--- config.mk ---
export PLATFORM = sky130hd
export DESIGN_NAME = display_source_sel
export DESIGN_NICKNAME = d
export VERILOG_FILES = /design/src/rtl/display_pkg.sv /design/src/rtl/display_source_sel_tick_counter.sv /design/src/rtl/display_source_sel.sv
export SDC_FILE = /design/constraint.sdc
export NUM_CORES = 1
export LEC_CHECK = 0
export BUFFER_PORTS_ARGS = -buffer_cell sky130_fd_sc_hd__buf_2
export CAP_MARGIN = 15
export CORE_UTILIZATION = 45
export CTS_BUF_LIST = sky130_fd_sc_hd__clkbuf_8
export DETAILED_ROUTE_END_ITERATION = 7
export PLACE_DENSITY = 0.73
export SLEW_MARGIN = 5
export SYNTH_ARGS = -nofsm -noshare
export SYNTH_HDL_FRONTEND = slang
export SYNTH_SLANG_ARGS = --single-unit
--- constraint.sdc ---
create_clock -name CLK -period 2.59 [get_ports CLK]
set_clock_uncertainty 0.05 [all_clocks]
set_input_delay 0 -clock CLK [delete_from_list [all_inputs] [get_ports CLK]]
set_output_delay 0 -clock CLK [all_outputs]
set_load 0.05 [all_outputs]
--- src/rtl/display_pkg.sv ---
// Shared types and defaults for the display source selector.
package display_pkg;

  typedef enum logic [1:0] {
    MODE_MANUAL = 2'd0,
    MODE_AUTO   = 2'd1,
    MODE_HOLD   = 2'd2
  } mode_t;

  localparam int DEF_WIDTH = 16;
  localparam int DEF_N_CH  = 4;

endpackage

--- src/rtl/display_source_sel_tick_counter.sv ---
// Enable-gated modulo-TC counter; tc is high during the enabled cycle whose edge wraps the count.
module tick_counter #(
  parameter int TC = 4
) (
  input  logic clk,
  input  logic rst_n,
  input  logic en,
  input  logic clr,
  output logic tc
);

  localparam int CNT_W = (TC > 1) ? $clog2(TC) : 1;

  logic [CNT_W-1:0] cnt_q;
  logic [CNT_W-1:0] cnt_d;
  logic             at_end;

  assign at_end = (cnt_q == CNT_W'(TC - 1));
  assign tc     = en && at_end;

  always_comb begin
    cnt_d = cnt_q;
    if (clr) begin
      cnt_d = '0;
    end else if (en) begin
      cnt_d = at_end ? '0 : cnt_q + 1'b1;
    end
  end

  always_ff @(posedge clk) begin
    if (!rst_n) begin
      cnt_q <= '0;
    end else begin
      cnt_q <= cnt_d;
    end
  end

endmodule

--- src/rtl/display_source_sel.sv ---
// Registered display-source selector: manual SEL, auto-cycling on a dwell timer, freeze/hold.
// Optional blanking blink enabled by defining DISPLAY_BLINK_EN.
module display_source_sel
  import display_pkg::*;
#(
  parameter int WIDTH      = DEF_WIDTH,
  parameter int N_CH       = DEF_N_CH,
  parameter int DWELL      = 4,
  parameter int BLINK_HALF = 8,
  localparam int CW        = (N_CH > 1) ? $clog2(N_CH) : 1
) (
  input  logic                  CLK,
  input  logic                  RESET,
  input  logic [N_CH*WIDTH-1:0] SRC_DATA,
  input  logic [CW-1:0]         SEL,
  input  logic                  AUTO,
  input  logic                  FREEZE,
`ifdef DISPLAY_BLINK_EN
  input  logic                  BLINK_REQ,
`endif
  output logic [WIDTH-1:0]      SALIDA,
  output logic [CW-1:0]         CUR_CH,
  output logic [1:0]            MODE
);

  mode_t            state_q, state_d;
  logic [CW-1:0]    cur_ch_q, cur_ch_d;
  logic [WIDTH-1:0] val_q, val_d;
  logic             dwell_en, dwell_clr, dwell_tc;

  // Out-of-range indices select nothing and therefore display zero.
  function automatic logic [WIDTH-1:0] pick(input logic [CW-1:0] idx,
                                            input logic [N_CH*WIDTH-1:0] src);
    logic [WIDTH-1:0] r;
    r = '0;
    for (int k = 0; k < N_CH; k++) begin
      if (int'(idx) == k) r = src[k*WIDTH +: WIDTH];
    end
    return r;
  endfunction

  tick_counter #(.TC(DWELL)) u_dwell (
    .clk  (CLK),
    .rst_n(RESET),
    .en   (dwell_en),
    .clr  (dwell_clr),
    .tc   (dwell_tc)
  );

  // Leaving HOLD with AUTO high behaves as a normal auto cycle, so the dwell count resumes.
  always_comb begin
    state_d   = state_q;
    cur_ch_d  = cur_ch_q;
    val_d     = val_q;
    dwell_en  = 1'b0;
    dwell_clr = 1'b0;
    if (FREEZE) begin
      state_d = MODE_HOLD;
    end else if (state_q == MODE_MANUAL && AUTO) begin
      state_d   = MODE_AUTO;
      cur_ch_d  = '0;
      dwell_clr = 1'b1;
      val_d     = pick('0, SRC_DATA);
    end else if (AUTO) begin
      state_d  = MODE_AUTO;
      val_d    = pick(cur_ch_q, SRC_DATA);
      dwell_en = 1'b1;
      if (dwell_tc) begin
        cur_ch_d = (cur_ch_q == CW'(N_CH - 1)) ? '0 : cur_ch_q + 1'b1;
      end
    end else begin
      state_d  = MODE_MANUAL;
      cur_ch_d = SEL;
      val_d    = pick(SEL, SRC_DATA);
    end
  end

  always_ff @(posedge CLK) begin
    if (!RESET) begin
      state_q  <= MODE_MANUAL;
      cur_ch_q <= '0;
      val_q    <= '0;
    end else begin
      state_q  <= state_d;
      cur_ch_q <= cur_ch_d;
      val_q    <= val_d;
    end
  end

  assign CUR_CH = cur_ch_q;
  assign MODE   = state_q;

`ifdef DISPLAY_BLINK_EN
  logic blink_tc;
  logic phase_q, phase_d;
  logic blank_q, blank_d;

  tick_counter #(.TC(BLINK_HALF)) u_blink (
    .clk  (CLK),
    .rst_n(RESET),
    .en   (1'b1),
    .clr  (1'b0),
    .tc   (blink_tc)
  );

  // Blanking is kept apart from val_q so a held value survives the blank phase.
  always_comb begin
    phase_d = phase_q ^ blink_tc;
    blank_d = BLINK_REQ & phase_d;
  end

  always_ff @(posedge CLK) begin
    if (!RESET) begin
      phase_q <= 1'b0;
      blank_q <= 1'b0;
    end else begin
      phase_q <= phase_d;
      blank_q <= blank_d;
    end
  end

  assign SALIDA = blank_q ? '0 : val_q;
`else
  assign SALIDA = val_q;
`endif

endmodule

# Yosys cells after proc, flatten, opt, wreduce, memory -nomap -nowiden
# Index checks and enable logic that the tools add are counted.
[totals] register_bits=22 output_inout_bits=20 word_cells=49
[classes] n_addsub=2 eq_ne=9 n_mux=23 bitwise=2 n_reduce_logical=8
[op_table] operator="$mux W16" n=10
[op_table] operator="$eq A2 B2 Y1 const B" n=6
[op_table] operator="$mux W2" n=6
[op_table] operator="$mux W1" n=7
[op_table] operator="$logic_not A2 Y1" n=3
[op_table] operator="$add A2 B1 Y2 const B" n=2
[op_table] operator="$eq A2 B1 Y1 const B" n=2
[op_table] operator="$reduce_or A2 Y1" n=2
[op_table] operator="$ne A3 B1 Y1 const B" n=1
[op_table] operator="$logic_and A1 B1 Y1" n=2
[op_table] operator="$not A1 Y1" n=2
[op_table] operator="$reduce_and A2 Y1" n=1

# Depth between registers and ports, before layout
[depth] ltp_word=8 depth_mapped=8

# By module
# A second synthesis with hierarchy kept.
[unflattened] hier_cells=262 hier_area_um2=1994.4
[modules_own_cells] module="display_source_sel" instances=1 cells_per_inst=252 area_each_um2=1891.8
[modules_own_cells] module="tick_counter" instances=1 cells_per_inst=10 area_each_um2=102.6

# Worst setup path after synthesis
# OpenSTA, ideal clock, no wires.
[synth_path] kind="reg2reg" start="reg cur_ch_q[0] (netlist: CUR_CH[0])" end="reg val_q[8] (netlist: SALIDA[8])" arrival_ns=1.767 slack_ns=0.646 stages_incl_launch_ff=8 path_buffers=1 synth_period_minus_slack_ns=1.944 path_cell_list="dfxtp_1 > inv_1 > ha_1 > nor2_2 > buf_2 > o211ai_1 > o2111ai_1 > a31oi_1"
[synth_via] elab_chain_len=7 elab_cells_between_ends=10 classes_between="eq/ne (3); mux (6); reduce/logical (1)"
[synth_rtl] item="start: declaration" line="display_source_sel.sv:27" rtl="logic [CW-1:0] cur_ch_q, cur_ch_d;"
[synth_rtl] item="start signal: assignment" line="display_source_sel.sv:85" rtl="cur_ch_q <= cur_ch_d;"
[synth_rtl] item="$logic_not A2 Y1" line="display_source_sel.sv:37" rtl="if (int'(idx) == k) r = src[k*WIDTH +: WIDTH];"
[synth_rtl] item="$mux W16 (3 in series)" line="display_source_sel.sv:37"
[synth_rtl] item="$mux W16 (*)" line="display_source_sel.sv:37"
[synth_rtl] item="$mux W16 (*)" line="display_source_sel.sv:64" rtl="end else if (AUTO) begin"
[synth_rtl] item="$mux W16 (*)" line="display_source_sel.sv:59" rtl="end else if (state_q == MODE_MANUAL && AUTO) begin"
[synth_rtl] item="end signal: assignment" line="display_source_sel.sv:86" rtl="val_q <= val_d;"
[synth_rtl] item="end: declaration" line="display_source_sel.sv:28" rtl="logic [WIDTH-1:0] val_q, val_d;"
# Mark *: on every way between the ends. The rest lies on a longest branch, timed or not.
# A chain may end at the register's enable or synchronous reset.

# Worst setup path in the final report
[layout_path] start="reg cur_ch_q[0] (netlist: CUR_CH[0])" end="reg val_q[14] (netlist: SALIDA[14])"
# Same word-level chain as after synthesis.

==> summary.txt <==
Slowest cell on the critical path - ha_1
Critical Path Max Stage Delay - 0.87 ns
GRT Total Usage - 27.3%
Ratio of cells with drive above 1 in the final layout - 32.4%
TritonCTS Sinks - 22
Via count - 2459
Pwr dens - 425 nW/um^2
Total CTS buffers - 3
Commonest non-fill, non-tap cell in the layout - buf_2
CP required - 2.74 ns
CTS H-tree lvls - 1
Routed vias/inst - 6.13
# diodes - 0
Pin count of the biggest net entering global routing - 33
Total grt overflow - 0
Buffers and inverters on the worst path - 0
Pint - 0.657 mW
Starting Density - 47.5%
Hold depth - 3
Levels on crit path - 5
YS warnings - 0
Yosys reg bits - 22
Final nets - 425
Routed length per instance - 16.7 microns
Most frequent cells in the layout - 89 x buf_2, 50 x nand2_1, 31 x o21ai_0, 22 x dfxtp_1, 19 x a21oi_1
CTS Buffer Depth - 2
Fin crit share - 78.1%
Routability congestion estimate - 0.828
WS Path Type - register to register
Leading area contributor after synthesis - dfxtp_1
Final Hold Violating Endpoints - 0
Die Span Y - 70.5 microns
Number of hold buffers added after CTS - 0
Insertion delay of the later-clocked pin in the worst-skew pair - 0.27 ns
Failing checks - design-rule violations
Worst Setup Start Kind - register
Critical path arrival - 2.17 ns
Sequential power share - 34.7%
Clock share of power - 24.2%
RSZ-0062 raised after global routing - no
Avg Inst Size Synth - 7.62 sq um
Total negative slack - 0 ns
Finished Layout Cells - 401
Post-synth top area share - 20.9%
Synthesized instance count - 277
I/O pin cnt - 90
Hold_ws - 0.00425 ns
Die area - 4970 sq um
Fin util - 57.7%
Synth top area cells - dfxtp_1 21%, nand2_1 8.9%, mux2_1 8.5%
Leak - 1.07 nW
Max transition margin - 32.2%
Measured slew at the worst slew-check pin - 1.02 ns
DRT Pass-1 Iters - 6
Vias in the first global route - 2280
Family with the most delay on the worst path - adder cells
Psw - 0.434 mW
Placed cell count - 397
Area grow syn2layout - 21.5%
Sw frac - 39.8%
First-pass GRT wire length - 10900 microns
FP Rows - 24
Clock slew at reported path FFs - 0.09 ns
Max-slew violations - 0
Comb power frac - 41.1%
CP Cell Sequence - ha_1 > nand2_1 > o211ai_1 > o2111ai_1 > a31oi_1
Mapped Nets - 352
TritonCTS clock tree - built
CP max FO - 32
1st-iter DRT viols - 162
Max-Cap Viols - 0
Initial antenna violation count - 0
Post-CTS resize count - 0
DRC Markers - 10
Yosys cell types - 33
Final min period - 2.02 ns
Outcome - complete, but fails checks
Post-CTS setup buffer count - 0
Die Wd - 70.5 microns
Achievable frequency - 0.494 GHz
Register area share after synthesis - 20.9%
Worst Hold Class - input port to register
Worst r2r path cells - 5
Core ar. - 4440 sq um
Synthesized area - 2110 sq um
Root Driver - clkbuf_8
VDD IR max - 0.243 mV
Setup violators final - 0
Post-route antenna net violation count - 0
Worst Setup End Kind - register
Final WL - 6710 microns
Count of buffers from port buffering - 89
DP HPWL - 4600 microns
[Yosys cell counts, drive strengths merged]
cell type,count
nor3,1
o221a,1
a22oi,1
nor4,1
a211o,1
or2b,4
inv,5
mux2,16
nand3,1
a221oi,16
o211ai,16
nor2,4
o2111ai,15
buf,18
o211a,1
dfxtp,22
nor2b,4
nand2b,13
o21ai,33
clkbuf,9
and2,2
a31oi,16
ha,5
and3,1
a21oi,19
o22ai,2
nand2,50
[power by group through the flow]
stage	sequential, mW	clock [mW]	combinational (mW)
5_1_grt	0.381	0.275	0.488
6_report	0.379	0.264	0.448
2_1_floorplan	0.471	0	0.224
3_5_place_dp	0.386	0	0.444
4_1_cts	0.379	0.268	0.445
3_3_place_gp	0.385	0	0.439
[final timing paths]
kind	to	startpoint	slack [ns]
worst min register to register	SALIDA[15]$_SDFFE_PN0N_	SALIDA[15]$_SDFFE_PN0N_	0.48
worst max register to register	SALIDA[14]$_SDFFE_PN0N_	CUR_CH[0]$_SDFFE_PN0P_	0.57
worst max-delay path	SALIDA[14]$_SDFFE_PN0N_	CUR_CH[0]$_SDFFE_PN0P_	0.57
worst min-delay path	SALIDA[15]$_SDFFE_PN0N_	SRC_DATA[47]	0.004
[metal layers]
layer	share of wire [%]	up-vias	track usage, %
met4	1.3	0	8.16
met3	7.0	12	5.05
met2	48	107	47.4
li1	-	1204	-
met1	44	1136	34.2
met5	0	-	0
[area by class of cell]
| type | instances | area (sq um) |
|---|---|---|
| clock buffer | 4 | 55.1 |
| fill | 424 | 1880 |
| inverter | 5 | 18.8 |
| multi-input combinational | 223 | 1500 |
| sequential | 22 | 440 |
| tap | 52 | 65.1 |
| timing repair buffer | 95 | 490 |
[worst register-to-register path, cell delays in order, from the launching register on]
cell       delay, ns
dfxtp_1         0.44
ha_1            0.87
nand2_1         0.12
o211ai_1        0.15
o2111ai_1       0.14
a31oi_1         0.19
[logic make-up (layout without fill, tap and decap cells)]
family                     count (synthesis)  count (layout)  share of synthesized area (%)
AOI/OAI and AO/OA                        121             121                           41.0
buffers and inverters                     32             104                           8.30
DFF                                       22              22                           20.9
and+or+nand+nor                           81              81                           18.4
adders and majority gates                  5               5                           2.96
muxes                                     16              16                           8.54
[through the flow]
stage               cell area (sq um)  worst slack [ns]  power [mW]
finish                           2560             0.568        1.09
global route                     2560             0.382        1.14
CTS                              2560             0.599        1.09
detailed placement               2510             0.605       0.830
global placement                 2510             0.668       0.825
floorplan                        2110             0.646       0.694
[sequential cells by signal (all words and copies together) (netlist names)]
signal and flops:
SALIDA 16, CUR_CH 2, MODE 2, u_dwell.cnt_q 2
Note: power is estimated with default switching activity, not from simulation.
